===== src/rtl/aes_out_serializer.sv =====
// ---------------------------------------------------------------------------
// aes_out_serializer
//
// Downstream stage of the AES core. The core emits each 128-bit cipher block
// as a one-cycle pulse and cannot stall. This block does three things:
//   - captures every pulse into a small circular buffer of whole blocks
//   - streams the oldest buffered block out as WORD_W-bit words, most
//     significant word first, over a valid/ready interface
//   - drops blocks that arrive while the buffer is full and flags the drop
//     with a sticky overflow bit
//
// Parameters
//   DATA_LEN  cipher block width (must match the core)
//   WORD_W    output word width; DATA_LEN must be a multiple of it
//   DEPTH     number of buffered blocks; power of two, at least 2
//
// Ports
//   clk             system clock, rising edge
//   reset           asynchronous, active-high reset
//   block_valid_in  one-cycle capture pulse from the core
//   block_in        cipher block, sampled only with block_valid_in
//   m_valid         output word valid
//   m_data          output word (zero while m_valid is low)
//   m_last          marks the final word of a block
//   m_ready         consumer accepts the word when m_valid && m_ready
//   overflow        sticky flag: a block was dropped on a full buffer
//   overflow_clr    synchronous clear of overflow (a same-cycle drop wins)
//   blocks_pending  blocks held, including the one being streamed
// ---------------------------------------------------------------------------
module aes_out_serializer #(
  parameter int DATA_LEN = 128,
  parameter int WORD_W   = 32,
  parameter int DEPTH    = 2
) (
  input  logic                     clk,
  input  logic                     reset,
  input  logic                     block_valid_in,
  input  logic [DATA_LEN-1:0]      block_in,
  output logic                     m_valid,
  output logic [WORD_W-1:0]        m_data,
  output logic                     m_last,
  input  logic                     m_ready,
  output logic                     overflow,
  input  logic                     overflow_clr,
  output logic [$clog2(DEPTH):0]   blocks_pending
);

  localparam int NW    = DATA_LEN / WORD_W;
  localparam int IDX_W = (NW > 1) ? $clog2(NW) : 1;
  localparam int PTR_W = $clog2(DEPTH);
  localparam int CNT_W = PTR_W + 1;

  localparam logic [CNT_W-1:0] DEPTH_C  = CNT_W'(DEPTH);
  localparam logic [IDX_W-1:0] LAST_IDX = IDX_W'(NW - 1);

  logic [DATA_LEN-1:0] mem [DEPTH];
  logic [DATA_LEN-1:0] head;
  logic [PTR_W-1:0]    wr_ptr;
  logic [PTR_W-1:0]    rd_ptr;
  logic [CNT_W-1:0]    count;
  logic [IDX_W-1:0]    word_idx;

  logic accept;
  logic last_accept;
  logic slot_free;
  logic capture;
  logic drop;

  // Handshake and capture decisions. A full buffer still has room for a new
  // block when the head block's final word leaves in the same cycle, so the
  // core never loses a block just because the pop and the push coincide.
  // The output word is picked from the head entry by word index, MSW first.
  always_comb begin
    head           = mem[rd_ptr];
    m_valid        = (count != '0);
    m_last         = m_valid && (word_idx == LAST_IDX);
    accept         = m_valid && m_ready;
    last_accept    = accept && (word_idx == LAST_IDX);
    slot_free      = (count < DEPTH_C) || last_accept;
    capture        = block_valid_in && slot_free;
    drop           = block_valid_in && !slot_free;
    blocks_pending = count;
    m_data         = '0;
    if (m_valid) begin
      m_data = head[DATA_LEN - 1 - WORD_W * int'(word_idx) -: WORD_W];
    end
  end

  // Block storage. Contents are not reset; an entry is only ever read while
  // count says it holds a captured block.
  always_ff @(posedge clk) begin
    if (capture) begin
      mem[wr_ptr] <= block_in;
    end
  end

  // Pointer, occupancy, word index and overflow bookkeeping. Pointers wrap
  // naturally because DEPTH is a power of two. A push and a final-word pop
  // in the same cycle leave count unchanged while both pointers advance.
  always_ff @(posedge clk or posedge reset) begin
    if (reset) begin
      wr_ptr   <= '0;
      rd_ptr   <= '0;
      count    <= '0;
      word_idx <= '0;
      overflow <= 1'b0;
    end else begin
      if (capture) begin
        wr_ptr <= wr_ptr + 1'b1;
      end
      if (accept) begin
        if (last_accept) begin
          word_idx <= '0;
          rd_ptr   <= rd_ptr + 1'b1;
        end else begin
          word_idx <= word_idx + 1'b1;
        end
      end
      case ({capture, last_accept})
        2'b10:   count <= count + 1'b1;
        2'b01:   count <= count - 1'b1;
        default: count <= count;
      endcase
      if (drop) begin
        overflow <= 1'b1;
      end else if (overflow_clr) begin
        overflow <= 1'b0;
      end
    end
  end

endmodule


===== config.mk =====
export PLATFORM = sky130hd
export DESIGN_NAME = aes_out_serializer
export DESIGN_NICKNAME = d
export VERILOG_FILES = /design/src/rtl/aes_out_serializer.sv
export SDC_FILE = /design/constraint.sdc
export NUM_CORES = 1
export LEC_CHECK = 0
export BUFFER_PORTS_ARGS = -buffer_cell sky130_fd_sc_hd__buf_2
export CAP_MARGIN = 20
export CORE_MARGIN = 10
export CORE_UTILIZATION = 53
export CTS_BUF_LIST = sky130_fd_sc_hd__clkbuf_4
export CTS_CLUSTER_DIAMETER = 60
export DETAILED_ROUTE_END_ITERATION = 12
export PLACE_DENSITY = 0.86
export SLEW_MARGIN = 20
export SYNTH_ARGS = -nofsm -noshare
export SYNTH_HDL_FRONTEND = slang
export SYNTH_SLANG_ARGS = --single-unit
export TNS_END_PERCENT = 100

===== constraint.sdc =====
create_clock -name clk -period 6.4 [get_ports clk]
set_input_delay 0.64 -clock clk [delete_from_list [all_inputs] [get_ports clk]]
set_output_delay 0.64 -clock clk [all_outputs]
set_load 0.01 [all_outputs]

# [Yosys cells after proc, flatten, opt, wreduce, memory -nomap -nowiden]
# Memory sizes are Yosys's and may differ from the RTL's.
# Index checks and enable logic that the tools add are counted.
[totals] regBits=7 mem_bits_rw=256 output_inout_bits=37 wordCells=35 n_memories=1
[op_classes] add_sub_neg=6 magnitude_cmp=1 n_eq_ne=3 n_shift=1 muxes=7 n_reduce_logical=11
[mem_list] memory="mem" words=2 word_bits=128 read_ports=1 rd_ports_with_merged_regs=0 write_ports=1 line="56" rtl="logic [DATA_LEN-1:0] mem [DEPTH];"
[ops] cell="indexed part select 159 x 8 -> 32 bit" n=1
[ops] cell="two-way mux 32 bit" n=1
[ops] cell="subtractor 7 x 7 -> 8 bit, first input constant" n=1
[ops] cell="nonzero test 2 bit" n=3
[ops] cell="logical AND 1 bit" n=5
[ops] cell="adder 2 x 1 -> 2 bit, second input constant" n=2
[ops] cell="== test 2 bit, second input constant" n=2
[ops] cell="two-way mux 1 bit" n=4
[ops] cell="one-hot mux 2 bit (2 select lines)" n=1
[ops] cell="adder 1 bit, second input constant" n=2
[ops] cell="== test 2 x 1 -> 1 bit, second input constant" n=1
[ops] cell="less-than comparator 2 bit, second input constant" n=1
[ops] cell="two-way mux 2 bit" n=1
[ops] cell="AND reduction 2 bit" n=1
[ops] cell="subtractor 2 x 1 -> 2 bit, second input constant" n=1
[ops] cell="zero test 1 bit" n=1
[ops] cell="logical OR 1 bit" n=1

# [Longest topological paths before layout]
[depth] word_depth=7 ltp_mapped=7

# [Worst setup path before layout]
# No wires, ideal clock.
[synth_timing] path_type="input to register" start="input port m_ready" end="memory mem[0][0] (enable)" t_arrival_ps=6176 required_time_ps=5783 path_slack_ps=-392 path_stages=3 cell_sequence="a21bo_2 nand2_1 nor2_1"
[synth_between] elab_chain_cells=6
[synth_lines] element="start: declaration" line="42" rtl="input logic m_ready,"
[synth_lines] element="logical AND 1 bit" line="77" rtl="accept = m_valid && m_ready;"
[synth_lines] element="logical AND 1 bit" line="78" rtl="last_accept = accept && (word_idx == LAST_IDX);"
[synth_lines] element="logical OR 1 bit" line="79" rtl="slot_free = (count < DEPTH_C) || last_accept;"
[synth_lines] element="logical AND 1 bit" line="80" rtl="capture = block_valid_in && slot_free;"
[synth_lines] element="two-way mux 1 bit" line="92" rtl="if (capture) begin"
[synth_lines] element="two-way mux 1 bit (not written as such)" line="93" rtl="mem[wr_ptr] <= block_in;"
[synth_lines] element="end: declaration" line="56"
# Every way passes these cells.

# [Worst setup path in the final report]
[layout_timing] start="register word_idx[0]" end="output port m_data[4]"
[layout_between] elab_chain_cells=3
[layout_lines] element="start: declaration" line="61" rtl="logic [IDX_W-1:0] word_idx;"
[layout_lines] element="start signal: assignment" line="116" rtl="word_idx <= word_idx + 1'b1;"
[layout_lines] element="subtractor 7 x 7 -> 8 bit" line="85" rtl="m_data = head[DATA_LEN - 1 - WORD_W * int'(word_idx) -: WORD_W];"
[layout_lines] element="indexed part select 159 x 8 -> 32 bit" line="85"
[layout_lines] element="two-way mux 32 bit" line="84" rtl="if (m_valid) begin"
[layout_lines] element="end: declaration" line="40" rtl="output logic [WORD_W-1:0] m_data,"
# Every way passes these cells.

==> results.toml <==
[run_status]
outcome = "finished clean"

[worst_setup_path]
worstSetupPathType = "reg -> out"
crit_chain = "nand2b_1, buf_4, o22ai_1, nor3_1, buf_2"
cp-end-kind = "primary output"
slowest_stage = "nand2b_1"
critPathRequiredTime_ps = 5760
crit_cells = 5
cp-start-kind = "flop"
rr_worst_depth = 4
crit_arrival_ps = 2800
cpPeakStageDelay_ps = 680
path_delay_family = "simple AND/OR/NAND/NOR gates"
crit_fanout = 17
cp_num_buf_inv = 2

[placed_design]
dpl_cell_area_sq_um = 11500
place_congestion = 0.743
place.detailed.hpwl_um = 14300
post-place-ws_ps = 3090
numPortBuffers = 169
dp.cells = 991

[synth]
synth-simple-area-share_pct = 4.18
yosysWarnings = 0
synth-seq-area-share_pct = 75.4
yosysTopAreaCell = "edfxtp_1"
synth-adder-area-share_pct = 0.240
muxShareOfSynthArea_pct = 11.5
syn_avg_cell_area_sq_um = 17.9
synth_area_sq_um = 10400
ys_ff_latch = 263
synth-edff-count = 256
synth_xor_area_share_pct = 0.420
synthesis.nets = 717
synth_top_family_by_area = "multiplexers"
ys_types = 30
synth_top_area_share_pct = 73.7
syn_inst = 582
yosys-top-cells-area = "edfxtp_1 74%, mux2_2 7.3%, mux2_4 3.6%"
synth_compound_area_share_pct = 5.91
ys.flop_type = "edfxtp_1"
synth-async-reset-ratio_pct = 2.66

[global_routing]
grt_max_degree = 91
track_usage_pct = 17.0
grt_pass1_wl_um = 34300
first_global_vias = 6552
grt_overflow = 0
antenna_found_initial = 2

[timing]
min_period_over_period_pct = 53.8
clock_skew_ps = 43.9
hold_viol_final = 0
postLayoutSetupSlackWorst_ps = 2960
tightestPinTransition_ps = 935
timing.fmax_ghz = 0.290
finalSetupViolations = 0
fin_setup_tns_ps = 0
slew_headroom_pct = 37.7
grt_setup_unrepaired = "no"
slew_viol_final = 0
min_period_ps = 3440
whs_ps = 170

[route]
drc = 0
antenna_left = 0
vias = 5994
drtIter0Drc = 347
routed_wirelength_um = 22400
drt-wirelength-per-cell_um = 20.2
drtPass1Iterations = 5
vias_per_cell = 5.40

[clock_network]
cts_root_buffer = "clkbuf_4"
cts.path.max_buffers = 3
clkLatencyLatePin_ps = 650
htreeDepth = 3
clkSinkCount = 263
clk_pin_slew_ps = 70
cts_tree = "done"
cts_buffers = 66
post-cts-setup-buffer-count = 0

[hold_path]
hold_path_class = "in -> reg"
min_path_cells = 1

[final_layout]
final_common_cell = "edfxtp_1"
final_cells = 1109
drive_gt1_share_pct = 44.9
design_area_sq_um = 12300
final_cell_mix = "256 x edfxtp_1, 169 x buf_2, 94 x clkbuf_4"
fin_nets = 931
syn2layout_area_growth_pct = 18.2
fill_cells = 1420

[floorplan]
fp.dieH_um = 160
die_w_um = 160
core_sq_um = 19400
die_area_sq_um = 25700
pin_count = 170
initial_core_util_pct = 53.7
rows = 51

[pwr]
ir_worst_vdd_mv = 0.284
total_leakage_power_nw = 4.46
pwr_density_cell_nw_per_um2 = 465

[flow_run]
maxCapViolCount = 0
repair_timing:
item / 4_1_cts / 5_1_grt
hold endpoints to repair: 7 / 0
hold buffers: 1 / 0
resized for setup: 0 / 0
report_power, final:
group	total, mW	internal, mW	switching [mW]
Clock	1.35	0.720	0.633
Sequential	2.44	2.31	0.125
Combinational	1.93	0.801	1.13
synthesized netlist by cell type (3+ instances only):
| library cell | number |
|---|---|
| buf_2 | 11 |
| mux2_4 | 25 |
| clkbuf_1 | 5 |
| edfxtp_1 | 256 |
| buf_8 | 3 |
| a211oi_1 | 32 |
| nor3_1 | 32 |
| nor2b_1 | 33 |
| nand2_1 | 4 |
| buf_1 | 3 |
| buf_6 | 3 |
| o21ai_0 | 3 |
| mux2_2 | 68 |
| dfrtp_1 | 7 |
| nor2_1 | 3 |
| mux2_1 | 5 |
| o22ai_1 | 32 |
| xnor2_1 | 3 |
| o21ai_1 | 30 |
| buf_4 | 9 |
metrics by stage:
| stage | util, % | power (mW) |
|---|---|---|
| 4_1_cts | 63.4 | 5.78 |
| 3_3_place_gp | 59.1 | 4.35 |
| 3_5_place_dp | 59.1 | 4.40 |
| 5_1_grt | 63.5 | 6.05 |
| 6_report | 63.5 | 5.73 |
| 2_1_floorplan | - | 3.85 |
cells by family (layout without fill, tap and decap cells):
logic type,after synthesis,count (layout)
other,0,2
XOR/XNOR,5,5
multiplexers,98,98
adder cells (fa/ha/maj),2,2
AND/OR/NAND/NOR,79,79
AO/OA/AOI/OAI,98,98
flip-flops,263,263
buffers and inverters,37,297
metal layers:
metal  global-route usage (%)  part of all wire (%)  vias up
li1                         -                     -     2779
met1                     19.7                    39     2943
met2                     28.8                    51      229
met3                     5.32                   6.9       43
met4                     7.01                   2.1        0
met5                        0                     0        -
path summary, 6_finish.rpt:
check | from | endpoint | slack, ps
setup / recovery | word_idx[0]$_DFFE_PP0P_ | m_data[4] | 2960
hold / removal | block_in[103] | mem[1][103]$_DFFE_PP_ | 170
setup reg to reg | word_idx[0]$_DFFE_PP0P_ | mem[1][81]$_DFFE_PP_ | 3480
hold reg to reg | blocks_pending[1]$_DFFE_PP0P_ | blocks_pending[1]$_DFFE_PP0P_ | 530
max in group asynchronous | reset | rd_ptr$_DFFE_PP0P_ | 5630
min in group asynchronous | reset | blocks_pending[1]$_DFFE_PP0P_ | 520
final cells by class:
class | instances | area, sq um | area share, %
inverter | 2 | 7.51 | 0.0609
sequential | 263 | 7870 | 63.8
multi-input combinational | 282 | 2330 | 18.9
timing repair buffer | 181 | 958 | 7.78
clock inverter | 20 | 119 | 0.965
clock buffer | 94 | 706 | 5.73
antenna | 2 | 5.00 | 0.0406
tap | 265 | 332 | 2.69
registers in the layout (all words and copies together), names as in the netlist:
name,flops
rd_ptr,1
mem,256
word_idx,2
blocks_pending,2
wr_ptr,1
overflow,1
(Power assumes the default switching activity.)
